## config.mk

```make
export PLATFORM = sky130hd
export DESIGN_NAME = serial_subtractor
export DESIGN_NICKNAME = d
export VERILOG_FILES = /design/src/rtl/serial_subtractor.sv
export SDC_FILE = /design/constraint.sdc
export NUM_CORES = 1
export LEC_CHECK = 0
export BUFFER_PORTS_ARGS = -buffer_cell sky130_fd_sc_hd__clkbuf_2
export CAP_MARGIN = 20
export CORE_ASPECT_RATIO = 1.5
export CORE_MARGIN = 5
export CORE_UTILIZATION = 59
export CTS_CLUSTER_DIAMETER = 30
export DETAILED_ROUTE_END_ITERATION = 7
export HOLD_SLACK_MARGIN = 0.06
export PLACE_DENSITY_LB_ADDON = 0.3
export SLEW_MARGIN = 20
export SYNTH_ARGS = -nofsm -noshare
export SYNTH_HDL_FRONTEND = slang
export SYNTH_SLANG_ARGS = --single-unit
```

## constraint.sdc

```tcl
create_clock -name clk -period 2.8 [get_ports clk]
set_input_delay 0.14 -clock clk [delete_from_list [all_inputs] [get_ports clk]]
set_output_delay 0.14 -clock clk [all_outputs]
set_load 0.005 [all_outputs]
```

## src/rtl/serial_subtractor.sv

```systemverilog
// serial_subtractor
// Bit-serial two's-complement subtractor: diff = a - b, computed LSB first,
// one bit per clock through a single full-subtractor cell and a borrow flop.
// Operands are captured in parallel on an accepted start. The result is
// published in parallel together with a one-cycle done pulse.
//
// Ports:
//   clk        - clock, rising-edge active
//   rst_n      - asynchronous active-low reset
//   start      - operation request, only honoured in IDLE
//   a, b       - minuend / subtrahend, captured on the accepted start edge
//   busy       - high while the serial chain is running
//   done       - one-cycle pulse when diff/borrow_out/overflow update
//   diff       - a - b modulo 2^WIDTH
//   borrow_out - final borrow (unsigned a < b)
//   overflow   - signed overflow of a - b
module serial_subtractor #(
    parameter int WIDTH = 8
) (
    input  logic             clk,
    input  logic             rst_n,
    input  logic             start,
    input  logic [WIDTH-1:0] a,
    input  logic [WIDTH-1:0] b,
    output logic             busy,
    output logic             done,
    output logic [WIDTH-1:0] diff,
    output logic             borrow_out,
    output logic             overflow
);

    localparam int CW = (WIDTH > 1) ? $clog2(WIDTH) : 1;
    localparam logic [CW-1:0] LAST = CW'(WIDTH - 1);

    localparam logic [1:0] S_IDLE = 2'd0;
    localparam logic [1:0] S_RUN  = 2'd1;
    localparam logic [1:0] S_DONE = 2'd2;

    logic [1:0]       r_state;
    logic [WIDTH-1:0] r_sa;
    logic [WIDTH-1:0] r_sb;
    logic [WIDTH-1:0] r_part;
    logic             r_br;
    logic [CW-1:0]    r_count;
    logic             r_a_msb;
    logic             r_b_msb;

    logic             w_x;
    logic             w_y;
    logic             w_d;
    logic             w_br_next;
    logic [WIDTH-1:0] w_part_next;
    logic             w_last;

    // Full-subtractor cell on the current LSBs plus the stored borrow.
    always_comb begin
        w_x         = r_sa[0];
        w_y         = r_sb[0];
        w_d         = w_x ^ w_y ^ r_br;
        w_br_next   = (~w_x & w_y) | (~(w_x ^ w_y) & r_br);
        // New bit enters at the MSB so that after WIDTH shifts the LSB
        // computed first sits at bit 0.
        w_part_next = {w_d, r_part[WIDTH-1:1]};
        w_last      = (r_count == LAST);
    end

    always_ff @(posedge clk or negedge rst_n) begin
        if (!rst_n) begin
            r_state    <= S_IDLE;
            r_sa       <= '0;
            r_sb       <= '0;
            r_part     <= '0;
            r_br       <= 1'b0;
            r_count    <= '0;
            r_a_msb    <= 1'b0;
            r_b_msb    <= 1'b0;
            busy       <= 1'b0;
            done       <= 1'b0;
            diff       <= '0;
            borrow_out <= 1'b0;
            overflow   <= 1'b0;
        end else begin
            case (r_state)
                S_IDLE: begin
                    if (start) begin
                        r_state <= S_RUN;
                        r_sa    <= a;
                        r_sb    <= b;
                        r_a_msb <= a[WIDTH-1];
                        r_b_msb <= b[WIDTH-1];
                        r_br    <= 1'b0;
                        r_count <= '0;
                        busy    <= 1'b1;
                    end
                end
                S_RUN: begin
                    r_br    <= w_br_next;
                    r_part  <= w_part_next;
                    r_sa    <= r_sa >> 1;
                    r_sb    <= r_sb >> 1;
                    r_count <= r_count + CW'(1);
                    if (w_last) begin
                        // Outputs only move here, so partial results are never visible.
                        r_state    <= S_DONE;
                        busy       <= 1'b0;
                        done       <= 1'b1;
                        diff       <= w_part_next;
                        borrow_out <= w_br_next;
                        overflow   <= (r_a_msb != r_b_msb) &&
                                      (w_part_next[WIDTH-1] != r_a_msb);
                    end
                end
                S_DONE: begin
                    r_state <= S_IDLE;
                    done    <= 1'b0;
                end
                default: begin
                    r_state <= S_IDLE;
                    busy    <= 1'b0;
                    done    <= 1'b0;
                end
            endcase
        end
    end

endmodule

```

Word level (Yosys, flattened, before mapping) --
Cells that the tools add are included.
Cells by class: add/subtract/negate cells 1, equal/unequal tests 7, muxes and demuxes 16, bitwise operators 9, reduce and logical (&&, ||, !) cells 9
Operators by type and width (count):
- 8-bit case mux with 2 select lines | 2
- 8-bit 2-to-1 mux | 2
- 2-bit AND reduction | 5
- 3-bit case mux with 2 select lines | 1
- 1-bit 2-to-1 mux | 4
- 2-bit 2-to-1 mux | 2
- 2-bit != test, second input constant | 2
- 1-bit inverter | 4
- 1-bit case mux with 2 select lines | 2
- 2-bit case mux with 2 select lines | 1
- 3-bit by 1-bit adder with 3-bit output, second input constant | 1
- 3-bit equality test, second input constant | 1
- 3-bit 2-to-1 mux | 1
- 1-bit case mux with 3 select lines | 1
- 3-bit AND reduction | 1
- 1-bit bitwise AND | 2
- 2-bit by 1-bit equality test with 1-bit output, second input constant | 1
- 2-bit equality test, second input constant | 1
- 2-bit zero test | 1
- 1-bit != test | 2
- 2-bit nonzero test | 1
- 1-bit XOR | 2
- 1-bit logical AND | 1
- 1-bit bitwise OR | 1
Storage, ports and cells: flip-flop bits (word level) 44, input bits 19, output and inout bits 12, logic and storage cells 55

Longest topological paths before layout --
depth after elaboration 5, mapped depth 6

Worst setup path before layout --
OpenSTA, ideal clock, no wires.
kind flip-flop to flip-flop, start register r_count[0], end register diff[2], setup time 0.125 ns, data arrival time 1.338 ns, path slack 1.337 ns, stages on the path, launching flop included 6, buffers on the path 1, period minus slack after synthesis 1.463 ns, cell sequence dfrtp_1 -> ha_1 -> ha_1 -> nand3b_4 -> buf_6 -> mux2_2
Between the ends: cells in the longest elaborated chain, start to end 2
Ends and longest elaborated chain:
- start, declared | line 44 | logic [CW-1:0] r_count;
- start signal, assigned | line 101 | r_count <= r_count + CW'(1);
- 3-bit equality test | line 64 | w_last = (r_count == LAST);
- 2-bit AND reduction (no line)
- end signal, assigned | line 107 | diff <= w_part_next;
- end, declared | line 27 | output logic [WIDTH-1:0] diff,
No other way between the ends. A chain may end at the register's enable or synchronous reset.

Final worst setup path --
start register r_state[0], end register r_sa[5]
Between the ends: cells in the longest elaborated chain, start to end 3
Ends and longest elaborated chain:
- start, declared | line 39 | logic [1:0] r_state;
- start signal, assigned | line 69 | r_state <= S_IDLE;
- start signal, assigned | line 86 | r_state <= S_RUN;
- start signal, assigned | line 104 | r_state <= S_DONE;
- 2-bit by 1-bit equality test with 1-bit output / 2-bit zero test (equally long branches) | line 83 | case (r_state)
- 2-bit nonzero test (no line) / 2-bit != test (equally long branches)
- 2-bit AND reduction (no line)
- end signal, assigned | line 99 | r_sa <= r_sa >> 1;
- end, declared | line 40 | logic [WIDTH-1:0] r_sa;
Several ways; a longest one is shown, not always the timed one.

==> run_results.csv <==
group,metric,value,unit
status,status,"complete, no violations",
logic_synthesis,ys_seq_elements,43,
sta,period_share,0.6298,
pwr,pwr-share-clk,0.166,
layout,n_fill_cell,262,
logic_synthesis,dominantRegCellSynth,"dfrtp_1",
global_route,grt_pass1_vias,1313,
pwr,p_seq_frac,0.476,
sta,tightestPinTransition,1.045,ns
pwr,powerDensity,1087,mW/mm2
logic_synthesis,synth_mux_area_frac,0.1385,
worst_setup_path,r2r_start,"r_state[0]",
routing,drc,0,
sta,hold_viol,0,
logic_synthesis,synthXorXnorAreaFrac,0,
clocking,h-tree-depth,2,
routing,routed_wl,3284,um
routing,drt.antenna.violating_nets,0,
pwr,comb_power_share,0.358,
clocking,cts_made_buffers,5,
worst_setup_path,crit_fanout,23,
sta,max_slew_margin,0.3029,
logic_synthesis,async_flop_share,1.000,
logic_synthesis,yosysWarnings,0,
place,numPortBuffers,30,
clocking,clkLatencyLatePin,0.30,ns
sta,rsz0062_at_grt,"false",
clocking,cts_tree,"done",
logic_synthesis,synth_top_area_share,0.5673,
logic_synthesis,synth_top_family_by_area,"multiplexers",
worst_setup_path,worst_setup_path_start_kind,"flip-flop",
clocking,cts.sinks,43,
sta,drv_slew,0,
layout,nets,218,
global_route,grt_util_all_layers,0.1698,
sta,fmax,567.1,MHz
layout,final-seq-area,0.001076,mm2
worst_setup_path,required,2.94,ns
hold_path,hold_start,"b[7]",
hold_path,min_to,"r_b_msb",
logic_synthesis,synth_largest_area_cell,"dfrtp_1",
logic_synthesis,yosys-top-cells-area,"dfrtp_1, nand2_1, mux2i_1",
sta,tns,0,ns
layout,area_growth,10.69,%
worst_setup_path,crit_arrival,1.90,ns
logic_synthesis,syn_nets,190,
sta,fin_crit,1.763,ns
clocking,cts_max_path_buffers,2,
logic_synthesis,syn_avg_cell_area,11.29,um2
logic_synthesis,ys_seq_area_frac,0.5673,
logic_synthesis,synth_adder_area_share,0.02375,
sta,hold_ws,0.08690,ns
floorplan,ios,31,
hold_path,holdPathStages,2,
worst_setup_path,r2r_setup_slack,1.04,ns
global_route,grt_pass1_wl,5809,um
routing,drt_iter0_markers,13,
worst_setup_path,path_class,"flip-flop to flip-flop",
hold_path,hold_class,"primary input to flip-flop",
logic_synthesis,synth_edf_count,0,
sta,finClkSkew,0.008966,ns
clocking,cts.root.buffer_cell,"clkbuf_8",
logic_synthesis,ys_types,26,
logic_synthesis,synth_compound_area_frac,0.08113,
layout,final_area,0.002100,mm2
pwr,intPower,1473,uW
logic_synthesis,synth_simple_gate_area_frac,0.1313,
clocking,cts_hold_buffers,1,
routing,vias,1229,
pwr,swShare,0.3549,
place,dp_hpwl,2394,um
clocking,cts_resized,0,
worst_setup_path,endpoint_kind,"flip-flop",
place,gp_congestion,0.7261,
logic_synthesis,synth_area,0.001897,mm2
floorplan,die_x,56.30,um
flow_run,drv_cap,0,
layout,drive_gt1_frac,0.2538,
floorplan,row_count,25,
worst_setup_path,reg2regPathDepth,3,
routing,avgRoutedWirePerCell,13.86,um
layout,multi_input_area,710.7,um2
routing,dr.pass1.iters,4,
floorplan,initial_core_util,0.6064,
floorplan,die-area,0.004472,mm2
logic_synthesis,synth_commonest_cells,"dfrtp_1, nand2_1, mux2i_1",
place,place_area,0.002006,mm2
worst_setup_path,startpoint,"r_state[0]",
routing,avgViaCountPerCell,5.186,
global_route,grt_antenna_before_repair,0,
floorplan,die_h,79.45,um
pwr,leakage,0.001110,uW
pwr,irDropWorstVdd,0.6679,mV
floorplan,fp.coreArea,0.003128,mm2
worst_setup_path,r2r-end,"r_sa[5]",
global_route,grt_start_max_net_pins,44,
global_route,overflow,0,
logic_synthesis,synthCells,168,
sta,finalSetupViolCount,0,
logic_synthesis,synth_most_common_cell,"dfrtp_1",
pwr,switchingPower,810.3,uW
layout,diodes,0,
clocking,path_clk_slew,0.08,ns
clocking,cts_setup_buffers,0,
[power groups by stage]
| stage | combinational, uW | sequential, uW | clock [uW] |
|---|---|---|---|
| after floorplan | 699 | 1050 | 0 |
| after global placement | 788 | 1080 | 0 |
| after detailed placement | 839 | 1110 | 0 |
| after CTS | 846 | 1090 | 392 |
| after global routing | 933 | 1130 | 413 |
| final | 818 | 1090 | 378 |
[through the flow]
stage	worst slack, ns	power [uW]	std cells	utilization
floorplan	1.337	1744	168	-
global placement	1.088	1866	228	0.6412
detailed placement	1.039	1944	228	0.6412
CTS	1.017	2329	237	0.6712
global route	0.8266	2473	237	0.6712
finish	1.037	2283	237	0.6712
[sequential cells by signal, indices dropped and copies added, names as in the netlist, 2 cells and up]
signal and count:
diff 8, r_count 3, r_part 7, r_sa 8, r_sb 8, r_state 2
[worst max-delay path, stage by stage (launching register included)]
cell and delay (ns):
dfrtp_1 0.54, nor2b_4 0.67, mux2i_1 0.29, o21ai_0 0.10
[layout make-up]
| type | count | share of cell area |
|---|---|---|
| Clock buffer | 5 | 0.03278 |
| Timing Repair Buffer | 31 | 0.07628 |
| Multi-Input combinational cell | 110 | 0.3385 |
| Tap cell | 40 | 0.02384 |
| Inverter | 5 | 0.008939 |
| Clock inverter | 3 | 0.007151 |
| Sequential cell | 43 | 0.5125 |
[cells in the final DEF (no fill, tap or decap)]
master,netlist,final
a21oi_1,3,3
a22o_1,2,2
and2b_1,1,1
buf_2,2,1
clkbuf_2,1,29
clkbuf_8,0,5
clkinv_2,0,3
dfrtp_1,43,43
dlygate4sd3_1,0,1
fa_1,1,1
ha_1,2,2
inv_1,5,5
mux2_1,1,1
mux2_2,9,9
mux2i_1,15,15
nand2_1,42,42
nand2b_1,1,1
nand3b_4,1,1
nor2_1,3,3
nor2b_1,4,4
nor2b_4,1,1
nor3b_1,1,1
o21ai_0,11,11
o21ai_1,11,11
o21bai_2,1,1
[worst max-delay path by stage]
stage | cells past startpoint | endpoint | slack, ns
after global placement | 3 | r_sa[5] | 1.09
after global routing | 2 | r_sa[5] | 0.83
after detailed placement | 3 | r_sa[5] | 1.04
after CTS | 3 | r_sa[5] | 1.02
after floorplan | 5 | diff[2] | 1.34
final | 3 | r_sa[5] | 1.04
[logic make-up (layout without fill, tap and decap cells)]
| family | Yosys count | in the layout |
|---|---|---|
| and+or+nand+nor | 54 | 54 |
| DFF | 43 | 43 |
| AOI/OAI and AO/OA | 28 | 28 |
| muxes | 25 | 25 |
| buffers and inverters | 15 | 44 |
| adders and majority gates | 3 | 3 |
[layer usage]
layer	part of all wire	track usage	up-vias	wire, um
met5	0	0	-	0
met4	0.019	0.07363	0	61
met3	0.053	0.05663	6	174
met2	0.54	0.2986	28	1762
met1	0.39	0.1844	587	1285
li1	-	-	608	-
(Power assumes the default switching activity.)
